===== src/rtl/avalon_clint_pkg.sv =====
// avalon_clint_pkg: Avalon-MM bus types, CLINT register offsets and byte-enable merge
package avalon_clint_pkg;
  typedef struct packed {
    logic        read;
    logic        write;
    logic [31:0] address;
    logic [31:0] writedata;
    logic [3:0]  byte_enable;
  } avalon_req_t;
  typedef struct packed {
    logic [31:0] readdata;
    logic        waitrequest;
  } avalon_resp_t;
  localparam logic [15:0] CLINT_MSIP_OFF        = 16'h0000;
  localparam logic [15:0] CLINT_MTIMECMP_LO_OFF = 16'h4000;
  localparam logic [15:0] CLINT_MTIMECMP_HI_OFF = 16'h4004;
  localparam logic [15:0] CLINT_MTIME_LO_OFF    = 16'hBFF8;
  localparam logic [15:0] CLINT_MTIME_HI_OFF    = 16'hBFFC;
  function automatic logic [31:0] be_merge(input logic [31:0] old, input logic [31:0] wd, input logic [3:0] be);
    logic [31:0] m;
    m = {{8{be[3]}}, {8{be[2]}}, {8{be[1]}}, {8{be[0]}}};
    return (old & ~m) | (wd & m);
  endfunction
endpackage


===== src/rtl/avalon_clint_timer.sv =====
// avalon_clint_timer: prescaled 64-bit mtime, mtimecmp and registered timer compare
module avalon_clint_timer #(
  parameter int TICK_DIV = 1
) (
  input  logic        clk,
  input  logic        rst,
  input  logic [1:0]  mtime_we,
  input  logic [1:0]  cmp_we,
  input  logic [31:0] wdata,
  output logic [63:0] mtime,
  output logic [63:0] mtimecmp,
  output logic        irq
);
  logic [15:0] prescaler;
  always_ff @(posedge clk or negedge rst)
    if (!rst) begin
      prescaler <= '0;
      mtime <= '0;
    end else if (|mtime_we) begin
      prescaler <= '0;
      if (mtime_we[0]) mtime[31:0] <= wdata;
      if (mtime_we[1]) mtime[63:32] <= wdata;
    end else if (prescaler == 16'(TICK_DIV - 1)) begin
      prescaler <= '0;
      mtime <= mtime + 64'd1;
    end else begin
      prescaler <= prescaler + 16'd1;
    end
  always_ff @(posedge clk or negedge rst)
    if (!rst) begin
      mtimecmp <= '1;
    end else begin
      if (cmp_we[0]) mtimecmp[31:0] <= wdata;
      if (cmp_we[1]) mtimecmp[63:32] <= wdata;
    end
  always_ff @(posedge clk or negedge rst)
    if (!rst) irq <= 1'b0;
    else irq <= mtime >= mtimecmp;
endmodule


===== src/rtl/avalon_clint.sv =====
// avalon_clint: Avalon-MM RISC-V CLINT with msip, mtimecmp and coherent mtime reads
module avalon_clint
  import avalon_clint_pkg::*;
#(
  parameter int AW       = 16,
  parameter int TICK_DIV = 1
) (
  input  logic         clk,
  input  logic         rst,
  input  avalon_req_t  avn_req,
  output avalon_resp_t avn_resp,
  output logic         software_interrupt,
  output logic         timer_interrupt
);
  localparam logic IDLE = 1'b0;
  localparam logic RESP = 1'b1;
  logic          state, msip, shadow_valid, wr, rd, unused_bits;
  logic          sel_msip, sel_cmp_lo, sel_cmp_hi, sel_lo, sel_hi;
  logic [31:0]   shadow, readdata, cur, merged;
  logic [63:0]   mtime, mtimecmp;
  logic [AW-1:0] off;
  assign off         = {avn_req.address[AW-1:2], 2'b00};
  assign unused_bits = ^{avn_req.address[31:AW], avn_req.address[1:0]};
  assign sel_msip    = off == AW'(CLINT_MSIP_OFF);
  assign sel_cmp_lo  = off == AW'(CLINT_MTIMECMP_LO_OFF);
  assign sel_cmp_hi  = off == AW'(CLINT_MTIMECMP_HI_OFF);
  assign sel_lo      = off == AW'(CLINT_MTIME_LO_OFF);
  assign sel_hi      = off == AW'(CLINT_MTIME_HI_OFF);
  assign wr          = avn_req.write && |avn_req.byte_enable;
  assign rd          = state == IDLE && avn_req.read && !avn_req.write;
  always_comb begin
    cur = sel_msip ? {31'd0, msip} :
          sel_cmp_lo ? mtimecmp[31:0] :
          sel_cmp_hi ? mtimecmp[63:32] :
          sel_lo ? mtime[31:0] :
          sel_hi ? mtime[63:32] : 32'd0;
    merged = be_merge(cur, avn_req.writedata, avn_req.byte_enable);
  end
  avalon_clint_timer #(.TICK_DIV(TICK_DIV)) u_timer (
    .clk      (clk),
    .rst      (rst),
    .mtime_we ({wr && sel_hi, wr && sel_lo}),
    .cmp_we   ({wr && sel_cmp_hi, wr && sel_cmp_lo}),
    .wdata    (merged),
    .mtime    (mtime),
    .mtimecmp (mtimecmp),
    .irq      (timer_interrupt)
  );
  always_ff @(posedge clk or negedge rst)
    if (!rst) begin
      state <= IDLE;
      readdata <= '0;
      shadow <= '0;
      shadow_valid <= 1'b0;
      msip <= 1'b0;
    end else begin
      state <= rd ? RESP : IDLE;
      if (rd) readdata <= sel_hi && shadow_valid ? shadow : cur;
      if (rd && sel_lo) begin
        shadow <= mtime[63:32];
        shadow_valid <= 1'b1;
      end
      if (rd && sel_hi) shadow_valid <= 1'b0;
      if (wr && sel_msip) msip <= merged[0];
    end
  assign software_interrupt = msip;
  assign avn_resp = '{readdata: readdata, waitrequest: rst && rd};
endmodule


===== config.mk =====
export PLATFORM = sky130hd
export DESIGN_NAME = avalon_clint
export DESIGN_NICKNAME = d
export VERILOG_FILES = /design/src/rtl/avalon_clint_pkg.sv /design/src/rtl/avalon_clint_timer.sv /design/src/rtl/avalon_clint.sv
export SDC_FILE = /design/constraint.sdc
export NUM_CORES = 1
export LEC_CHECK = 0
export CORE_ASPECT_RATIO = 0.8
export CORE_MARGIN = 2
export CORE_UTILIZATION = 30
export CTS_CLUSTER_DIAMETER = 40
export DETAILED_ROUTE_END_ITERATION = 6
export PLACE_DENSITY = 0.53
export SYNTH_ARGS = -nofsm -noshare
export SYNTH_HDL_FRONTEND = slang
export SYNTH_SLANG_ARGS = --single-unit

===== constraint.sdc =====
create_clock -name clk -period 2.73 [get_ports clk]
set_input_delay 0.819 -clock clk [delete_from_list [all_inputs] [get_ports clk]]
set_output_delay 0.819 -clock clk [all_outputs]
set_load 0.01 [all_outputs]

==> summary by stage, run 1 <==
Pwr
The clock network power share is 56.2%. Cell internal power was estimated by the tool at 7.43 mW. Power spread over the standard cell area amounts to 508 nW/um2. Of the total power, the share spent switching nets is 27.3%. IR analysis of the VDD net gives a maximum drop of 351 uV.

In this run, flip-flops and latches consume 32.5% of the power. The analysis attributes to net switching a power of 2.80 mW. Total power for the finished layout comes to 10.2 mW. The logic gate share of total power is 11.3%. Summed over all cells, the static leakage comes to 8.64 nW.

Critical path
In this run the worst path has a maximum fanout of 5. The endpoint type of the worst setup path is a flip-flop. The start of the worst register-to-register path is u_timer.mtime[10]. The worst path required time is 3.17 ns. STA puts the critical path data arrival time at 3.16 ns. The peak per-stage delay on the critical path is 0.58 ns. STA classifies the critical path startpoint as an input port.

The start-to-end type of the worst setup path is input port to flip-flop. The endpoint identified for the worst register-to-register timing path is u_timer.mtime[38]. The number of cells traversed by the worst register-to-register path is 6.

The cell with the biggest individual delay on the critical path is or4_4. The setup slack of the worst register-to-register path is 0.10 ns. The count of buffer and inverter cells on the critical path is 3. The family of cells with the greatest summed delay on the critical path is simple AND/OR/NAND/NOR gates. Traced cell by cell, the critical path runs through dlygate4sd2_1, or4_4, buf_4, buf_4, or4_4, a211oi_4, o31a_1, a31oi_1.

Yosys
The post-synth design cell area is 14,000 um2. Yosys printed 0 warnings. For this run, asynchronously set or reset flops after synthesis account for 100%. Counting every net in the synthesized netlist gives 1,748. The most used flip-flop cell after synthesis is dfrtp_1. Of the synthesized area, sequential elements account for 38.6%. The number of synthesized flops with an enable pin is 0. Synthesis inferred 212 register bits. The per-instance average area after synthesis is 8.68 um2. The gate count after technology mapping is 1,609.

The number of distinct library cell variants in the gate-level netlist after synthesis is 90.

Timing
The highest achievable clock rate is 0.367 GHz. The final number of max-transition violations came to 0. The clock skew is 0.0222 ns. The count of final hold-check violations is 0. The clock period minus final worst setup slack is 2.72 ns. In the finished design, the share of the clock period the worst path needs comes to 99.7%. The worst-case headroom to the max-slew limit is 49.3%. The sum of negative setup slack is 0 ns.

The transition time at the pin with the least slew margin is 0.760 ns. The number of setup violations in the final report is 0.

Placed design
The congestion estimate from routability-driven global placement came to 0.977. The detailed placement HPWL is 47,500 um. During placement, the flow inserted port buffers numbering 88. Counting tap cells, the placed design contains a total of 2,513 instances.

Global routing
For this run, the total global-route usage over all layers was measured as 26.6%. The number of antenna violations at the first check in global routing is 2. Entering global routing, the biggest net connects 109 pins. The via count of the first global-routing pass is 14,300. After global routing the overflow that remains totals 0.

The global-route wire length before repair is 94,400 um.

Floorplanning
The total area inside the core boundary comes to 45,800 um2. 107 I/O pins were placed. The initial cell density of the core is 30.5%. Row generation in the floorplan step produced 70 rows. The die is 245 um wide. The floorplan step set the die height to 197 um. The die covers 48,300 um2.

Status
The flow ran to the end, and the final reports show no timing, DRC or antenna violations.

Layout
After the last flow step, the layout net total stands at 2,123. The area growth from synthesis to layout is 44.2%. The sequential cell area is 5390 um2.

After filler insertion, the fill cell instance count of the layout stands at 4,495. The share of post-route cells with drive strength above 1 is 30.7%. For this run, the number of standard cells in the final layout without fillers is 2,633.

In the final layout, the multi-input gates occupy 8100 um2. The library cell used most frequently in the layout, excluding fill and tap cells, is buf_4. In the layout the commonest cells are 301 x buf_4, 152 x nand2_1, 148 x dfrtp_1.

Flow run
Max-cap violations in this run came to 0.

Drt
The via count normalized by instance count is 5.62. For this block, the initial DRC count from the detailed router was 1,541. For this run, the detailed router's first-pass iteration total came to 5. The final layout contains routed wiring with a total length of 64,800 um.

The DRC violation count after routing is 0. The count of nets left with antenna violations once routing finished came out at 0. The average detailed-routed wire length per instance is 24.6 um. The via count is 14,800.

Clocking
CTS built an H-tree with a depth of 2. The clock latency reported for the late side of the worst-skew pair is 0.58 ns. The CTS tree is done. The number of clock buffers inserted by TritonCTS is 44.

The clock-pin slew reported for the worst setup and hold paths after clock tree synthesis is 0.05 ns. The largest buffer count on any clock path is 3. For this design, the sink count on the clock tree is 212. The buffer type at the clock tree root is clkbuf_16.

Min path
In this run the worst hold path is classified as input port to async pin.
kinds of logic after synthesis:
family / after synthesis / synth area share [%]
DFF: 212 / 38.6
buffers and inverters: 200 / 5.74
xor gates and xnor gates: 13 / 0.816
and+or+nand+nor: 582 / 21.6
muxes: 70 / 5.53
adders and majority gates: 67 / 6.00
AOI/OAI and AO/OA: 465 / 21.7
flip-flops by register name, summed over array words and instances (netlist names):
name / flops
u_timer.irq: 1
u_timer.mtimecmp: 64
shadow: 32
software_interrupt: 1
state: 1
u_timer.prescaler: 16
shadow_valid: 1
u_timer.mtime: 64
readdata: 32
area by class of cell:
type / instances / area share [%]
clock inverters: 30 / 1.88
repair buffers: 436 / 19.7
well taps: 612 / 3.80
multi-input cells: 1198 / 40.2
inverters: 92 / 1.72
clock buffers: 52 / 5.87
flip-flops and latches: 212 / 26.7
diodes: 1 / 0.0124
metal layers:
layer	track usage [%]	up-vias	share of wire, %
li1	-	6796	-
met1	36.9	7230	44
met2	36.6	654	40
met3	11.1	119	13
met4	9.15	4	3.2
met5	0	-	0.031
how the worst max path moves through the flow:
stage / slack [ns] / from / endpoint / cells past startpoint
2_1_floorplan: -0.02 / avn_req[51] / software_interrupt / 8
3_3_place_gp: -1.05 / avn_req[51] / readdata[30] / 10
3_5_place_dp: -1.08 / avn_req[51] / readdata[30] / 10
4_1_cts: 0.002 / avn_req[43] / readdata[28] / 10
5_1_grt: -0.007 / avn_req[46] / readdata[30] / 10
6_report: 0.008 / avn_req[41] / software_interrupt / 8
metrics by stage:
step           setup WS [ns]  util, %  hold slack, ns  area, um2
2_1_floorplan        -0.0246        -           0.450      14000
5_1_grt             -0.00747     43.9           0.345      20100
6_report             0.00839     44.0           0.268      20100
4_1_cts              0.00169     43.4           0.318      19900
3_5_place_dp           -1.08     39.0           0.465      17900
3_3_place_gp           -1.05     39.0           0.460      17900
synthesized netlist by cell type (33+ instances only):
master / number / share of area (%)
nor4_1: 44 / 2.0
a21oi_1: 120 / 4.3
inv_1: 91 / 2.4
dfstp_2: 64 / 12
clkbuf_1: 74 / 2.0
nand2_1: 160 / 4.3
nor3_1: 33 / 1.2
o21ai_0: 114 / 4.1
nand4_1: 53 / 2.4
mux2_2: 45 / 3.6
ha_1: 67 / 6.0
dfrtp_1: 148 / 27
nor2_1: 110 / 3.0
nand3_1: 65 / 2.3
worst register-to-register path, cell delays in order, from the launching register on:
cell and delay (ns):
dfrtp_1 0.58, and3_1 0.32, nand4_1 0.33, nor4_1 0.58, nand2_1 0.14, or4_1 0.51
nand3_1 0.09
power by group through the flow:
stage | combinational (mW) | sequential [mW] | clock [mW]
finish | 1.16 | 3.33 | 5.75
floorplan | 0.473 | 3.35 | 0
detailed placement | 1.10 | 3.38 | 0
global route | 1.26 | 3.34 | 5.98
global placement | 1.09 | 3.37 | 0
CTS | 1.12 | 3.33 | 5.84
timing repair:
action,in CTS,in global routing
gates cloned,3,2
setup endpoints to repair,152,129
hold buffers,0,0
setup buffers,22,13
resized for setup,63,36
pin swaps,25,20
(Power assumes the default switching activity.)
==> run 2: changes to the inputs <==
SYNTH_HIERARCHICAL = 1   (was not set)
clock period = 2.7 ns   (was 2.73 ns; I/O delays follow)
==> summary by stage, run 2 <==
Clocking
After clock tree synthesis, the clock-pin slew on the worst setup and hold paths is 0.05 ns. The clock latency reported for the late side of the worst-skew pair is 0.55 ns. The cell sitting at the root of the clock tree is a clkbuf_16. In this run, CTS created clock tree buffers numbering 42.

The number of buffers inserted for hold repair after clock tree synthesis is 0. The longest clock path from root to sink contains 3 buffers. The number of clock sinks is 212. The number of H-tree branching levels is 2. The CTS tree is done.

Yosys
The biggest area consumer among synthesized cells is dfrtp_1. The number of nets in the synthesized netlist is 1,647. Among all flip-flop cells after synthesis, the most frequent one is dfrtp_1. The post-synthesis async set-or-reset flop share is 100%. Counting distinct cell types in the post-synthesis netlist gives 69.

Yosys attributes the largest share of cell area to dfrtp_1 28%, dfstp_2 13%, o21ai_0 6.5%, ha_1 6.4%, nand2_1 5.3%. The per-instance average area after synthesis is 8.66 um2. The post-synth design cell area is 13,100 um2. The register bit total from synthesis is 212.

The share of Yosys cell area claimed by the top area cell type is 28.4%. Counting flops with a built-in enable in the synthesized netlist gives 0. The yosys synthesis warning count is 6. The share of the Yosys chip area taken by registers is 41.2%.

After synthesis, the most frequently instantiated cells are 183 x nand2_1, 169 x o21ai_0, 148 x dfrtp_1, 126 x nor2_1, 101 x a21oi_1. In the synthesized netlist, the number of instances is 1,508. In the post-synthesis netlist, the cell with the most instances is nand2_1.

Layout
The largest registers in the layout are u_timer/mtime (64), u_timer/mtimecmp (64). Cells with a size suffix above 1 make up 26.1% of the layout. The area growth from synthesis to layout is 41.6%.

The fill cell total of the finished layout is 4,218. The library cell used most frequently in the layout, excluding fill and tap cells, is buf_4. After the last flow step, the layout net total stands at 1,955. The library cells used most frequently in the layout, excluding fill and tap cells, are 227 x buf_4, 182 x nand2_1, 161 x o21ai_0.

Drt
After detailed routing, the total wire length is 51,000 um. The via count normalized by instance count is 5.43. The via count is 13,100. The DRC violation count after routing is 0.

Once detail routing completed, the nets flagged for antenna violations numbered 0. The detailed router finished its first iteration with 1,171 violations. The average detailed-routed wire length per instance is 21.2 um. The count of TritonRoute iterations in the first routing pass is 5.

Pwr
Power spread over the standard cell area amounts to 524 nW/um2. IR analysis of the VDD net gives a maximum drop of 409 uV. In this run switching power makes up 24.2% of total power. The clock network power share is 58.9%.

Summed over all nets, the switching power comes to 2.35 mW. The sequential share of power is 34.1%. For this design the static power due to leakage is 8.35 nW. Overall power consumption after layout is estimated at 9.69 mW. The logic gate share of total power is 7.0%.

The internal cell power is 7.34 mW.

Timing
The highest achievable clock rate is 0.381 GHz. For the pin with the worst max-slew slack, the measured transition is 0.703 ns. Across the routed clock network, the largest skew measured is 0.0269 ns.

The final number of max-transition violations is 0. Setup violations remaining at the end of the flow were counted as 0. The count of final hold-check violations is 0. After layout, the worst path uses 97.3% of the clock period.

Setup repair after global routing could not meet its margin everywhere. The worst-case headroom to the max-slew limit is 53.1%. After layout, the minimum clock period comes to 2.63 ns.

On the final layout, the worst hold slack is 0.0429 ns.

Floorplanning
107 I/O pins were placed. The area inside the core boundary is 43,100 um2. The die outline width is 237 um. The floorplan die height is 191 um. The number of placement rows is 68.

The area of the die is 45,200 um2. For this configuration, the core starts out at a cell density of 30.3%.

Placed design
The routability congestion estimate is 0.909. Input and output buffers added on the ports amount to 88. The detailed placement HPWL is 37,600 um.

Flow run
Max-cap violations in this run came to 0.

Critical path
The startpoint kind of the worst setup timing path is an input port. The arrival time at the worst endpoint is 3.03 ns. Setup slack on the worst reg-to-reg path comes out at 0.14 ns.

The number of cells traversed by the worst register-to-register path is 11. The critical path is of the input port to flip-flop type. The largest fanout on the critical path is 4. For the worst setup path, the data required time is 3.10 ns.

STA classifies the critical path endpoint as a flip-flop. The start of the worst register-to-register path is u_timer/mtimecmp[55]. In this run the critical register-to-register path is captured at u_timer/irq.

Global routing
The first global-routing pass estimated 78,700 um of wire. Entering global routing, the biggest net connects 111 pins. The remaining global-route overflow is 0. The global router's overall resource usage is 22.6%.

The via count of the first global-routing pass is 12,800. The number of antenna violations at the first check in global routing is 2.

Min path
The worst hold path belongs to the class input port to async pin.

Status
The flow ran to the end, and the final reports show no timing, DRC or antenna violations.
[run 2: worst max path at each step]
stage                 from           endpoint  slack, ns  depth (start not counted)
2_1_floorplan  avn_req[50]  u_timer/mtime[37]      -0.35                         13
4_1_cts         avn_req[3]  u_timer/mtime[51]      -0.06                         12
3_3_place_gp    avn_req[3]  u_timer/mtime[51]      -1.12                         12
3_5_place_dp    avn_req[3]  u_timer/mtime[51]      -1.04                         12
6_report        avn_req[2]  u_timer/mtime[51]       0.07                         13
5_1_grt        avn_req[44]  u_timer/mtime[40]      -0.04                         11
[run 2: power by group through the flow]
stage,logic [mW],registers (mW),clock network (mW)
6_report,0.679,3.30,5.71
5_1_grt,0.745,3.30,5.96
4_1_cts,0.681,3.30,5.80
3_5_place_dp,0.682,3.35,0
3_3_place_gp,0.676,3.35,0
2_1_floorplan,0.226,3.36,0
[run 2: worst max-delay path, cell delays in order]
cell and delay [ns]:
dlygate4sd2_1 0.26, buf_12 0.15, o41ai_4 0.20, buf_4 0.18
nor3_2 0.05, buf_4 0.15, or2_4 0.26, nor3_4 0.14
nand4_1 0.17, nor4_4 0.29, buf_4 0.18, xnor2_1 0.10
o21ai_1 0.08
[run 2: stage by stage]
step	setup TNS [ns]	setup slack (ns)	std cells	area, um2	util, %
after floorplan	-21.41	-0.352	1508	13400	-
after global placement	-130.97	-1.12	2315	16600	38.5
after detailed placement	-134.81	-1.04	2315	16600	38.5
after CTS	-0.0634	-0.0634	2406	18400	42.8
after global routing	-0.131	-0.0436	2409	18500	43.0
final	0	0.0730	2410	18500	43.0
[run 2: logic make-up (layout without fill, tap and decap cells)]
kind of cell	count (synthesis)	after routing	share of synthesized area (%)
DFF	212	212	41.2
other	0	1	0
and+or+nand+nor	507	507	18.5
muxes	66	66	5.38
buffers and inverters	166	507	5.19
adders and majority gates	67	67	6.42
AOI/OAI and AO/OA	473	473	22.1
xor gates and xnor gates	17	17	1.14
[run 2: layout make-up]
class	instances	area, um2	share of cell area [%]
tap	560	701	3.79
inverter	77	290	1.57
clock buffer	51	1150	6.20
clock inverter	26	383	2.07
multi-input combinational	1130	7330	39.6
antenna	1	2.50	0.0135
sequential	212	5390	29.1
timing repair buffer	353	3260	17.6
[run 2: what timing repair did]
| item | 4_1_cts | 5_1_grt |
|---|---|---|
| resized for setup | 54 | 12 |
| buffers inserted | 10 | 4 |
| pin swaps | 11 | 6 |
| cloned | 4 | 0 |
| endpoints found under the setup margin | 173 | 37 |
[run 2: routing by layer]
layer / wire length [um] / track usage, %
met4: 912 / 5.35
met2: 21700 / 33.8
met1: 25000 / 33.5
met5: 12 / 0
met3: 3430 / 4.24
==> run 3: changes to the inputs <==
SKIP_LAST_GASP = 1   (was not set)
==> summary by stage, run 3 (synthesized netlist as in run 2, its figures left out) <==
Global routing
The via count of the first global-routing pass is 12,800. The number of antenna violations at the first check in global routing is 2. The global router's overall resource usage is 22.6%. The pin count of the biggest net entering global routing is 111. The global-route wire length before repair is 78,700 um. After global routing the overflow that remains totals 0.

Clocking
The largest buffer count on any clock path is 3. The number of H-tree branching levels is 2. Clock latency on the worst-skew pair, taken at its later pin, is 0.55 ns. TritonCTS built the clock tree. Clock-pin slew was measured on the worst setup and hold paths at 0.05 ns. Buffers inserted during clock tree synthesis total 42. Clock tree synthesis selected as its root buffer the cell clkbuf_16. The number of clock sinks is 212.

Layout
Leaving out fill and tap cells, the most frequent cell in the layout is buf_4. Compared with the post-synthesis result, the final layout area differs by 42.0%. The net count reported at finish is 1,954. In the layout the commonest cells are 218 x buf_4, 181 x nand2_1, 159 x o21ai_0. Cells with a size suffix above 1 make up 26.8% of the layout.

The diode insertion count for antenna repair is 0. The finished cells cover 18,600 um2. In the final layout, the registers with the most flip-flops are u_timer/mtime (64), u_timer/mtimecmp (64).

Timing
The share of the clock period used by the worst path is 98.4%. The worst pin sits at a relative slew slack of 53.2%. At the pin with the least slew margin, the transition time is 0.702 ns. The count of final hold-check violations is 0. Setup repair after global routing could not meet its margin everywhere. The number of setup violations in the final report is 0. Adding up every negative setup slack in the final design gives 0 ns. The worst slack on hold paths is 0.0420 ns. The final setup slack of the worst path is 0.0422 ns.

For this run, the top clock speed supported by timing is 0.376 GHz. The clock skew is 0.0259 ns. The clock period could shrink to 2.66 ns. The final number of max-transition violations is 0.

Placed design
The detailed placement HPWL is 37,600 um. The routability congestion estimate is 0.909. Before CTS, the worst setup slack after placement is -1.04 ns.

Buffers placed on the I/O ports in this run total 88. The total placed instance area is 16,600 um2.

Pwr
The post-layout total power is 9.70 mW. The leakage power is 8.36 nW. The total power density per cell area is 523 nW/um2. The highest ir drop seen on vdd is 409 uV.

Critical path
At the worst endpoint, the required time is 3.12 ns. For this run, the slowest stage of the critical path takes 0.44 ns. The cell with the most instances on the worst path is buf_4. The startpoint kind of the worst setup timing path is an input port. The endpoint type of the worst setup path is a flip-flop.

The signal on the critical path passes through dlygate4sd2_1, o41ai_4, buf_4, buf_4, nor3_4, or2_4, buf_4, buf_6, or3_1, o22ai_1, a21oi_2. Broken down by cell family, the worst path's largest delay share belongs to buffers and inverters. Data arrives at the worst endpoint at 3.08 ns. In this run the register-to-register setup slack is 0.11 ns. For this design, the slowest cell found on the critical path is or3_1.

The start-to-end type of the worst setup path is input port to flip-flop. Of all nets on the critical path, the largest fanout is 10. The critical path contains buffers and inverters numbering 5 combined.

Floorplanning
The floorplan die height is 191 um. The floorplan step defined a die boundary enclosing 45,200 um2. The die outline width is 237 um. The boundary pin count is 107. Once the floorplan was initialized, standard cells occupied 30.3% of the core. The number of placement rows is 68. The area inside the core boundary is 43,100 um2.

Drt
The via count normalized by instance count is 5.42. The detail route stage leaves a number of antenna-violating nets equal to 0. The detailed router placed 13,100 vias in this run. Before antenna repair, the detailed router went through 5 iterations.

The initial detailed-routing violation count is 1,163. The average detailed-routed wire length per instance is 21.2 um. The total wirelength of the detailed-routed design is 50,900 um. After detailed routing, the number of remaining DRC violations is 0.

Flow run
The count of max-cap constraint violations is 0.

Min path
In this run the worst hold path is classified as input port to async pin.

Status
The run finished with clean final reports.
## run 3: worst reg2reg max path: cells and delay by family (launching register included)
kind          cells  cell delay, ns
flops             1            0.51
simple gates      6            1.99
## run 3: through the flow
stage | util, % | instances
2_1_floorplan | - | 1508
6_report | 43.1 | 2408
3_5_place_dp | 38.5 | 2315
3_3_place_gp | 38.5 | 2315
4_1_cts | 42.8 | 2406
5_1_grt | 43.1 | 2408
## run 3: cell type report
| cell class | count | area, um2 |
|---|---|---|
| clock inverters | 26 | 383 |
| flip-flops and latches | 212 | 5390 |
| repair buffers | 352 | 3260 |
| clock buffers | 51 | 1150 |
| well taps | 560 | 701 |
| inverters | 77 | 290 |
| multi-input cells | 1130 | 7390 |
| fillers | 4207 | 24500 |
## run 3: final timing paths
| kind | from | cells past startpoint | end |
|---|---|---|---|
| worst max-delay path | avn_req[3] | 11 | u_timer/mtime[49] |
| worst min-delay path | rst | 1 | readdata[4] |
| min in group clk | shadow[13] | 1 | shadow[13] |
| worst min register to register | shadow[13] | 1 | shadow[13] |
| worst max register to register | u_timer/mtime[29] | 6 | u_timer/mtime[50] |
| max in group asynchronous | rst | 3 | readdata[22] |
## run 3: routing by layer
layer | routed length (um) | GRT usage, % | up-vias
li1 | - | - | 6189
met1 | 24900 | 33.5 | 6365
met2 | 21500 | 33.8 | 428
met3 | 3450 | 4.24 | 71
met4 | 1070 | 5.35 | 2
met5 | 13 | 0 | -
## run 3: power by group
group / total (mW) / internal (mW) / leakage [nW] / switching, mW
clock network: 5.71 / 3.81 / 0.740 / 1.90
registers: 3.30 / 3.24 / 2.68 / 0.0574
logic: 0.682 / 0.290 / 4.94 / 0.392
## run 3: timing repair
action	in CTS	in global routing
gates resized for setup	53	44
endpoints found under the setup margin	173	38
pin swaps	11	15
hold buffers	0	0
setup buffers	10	5
gates cloned	4	0
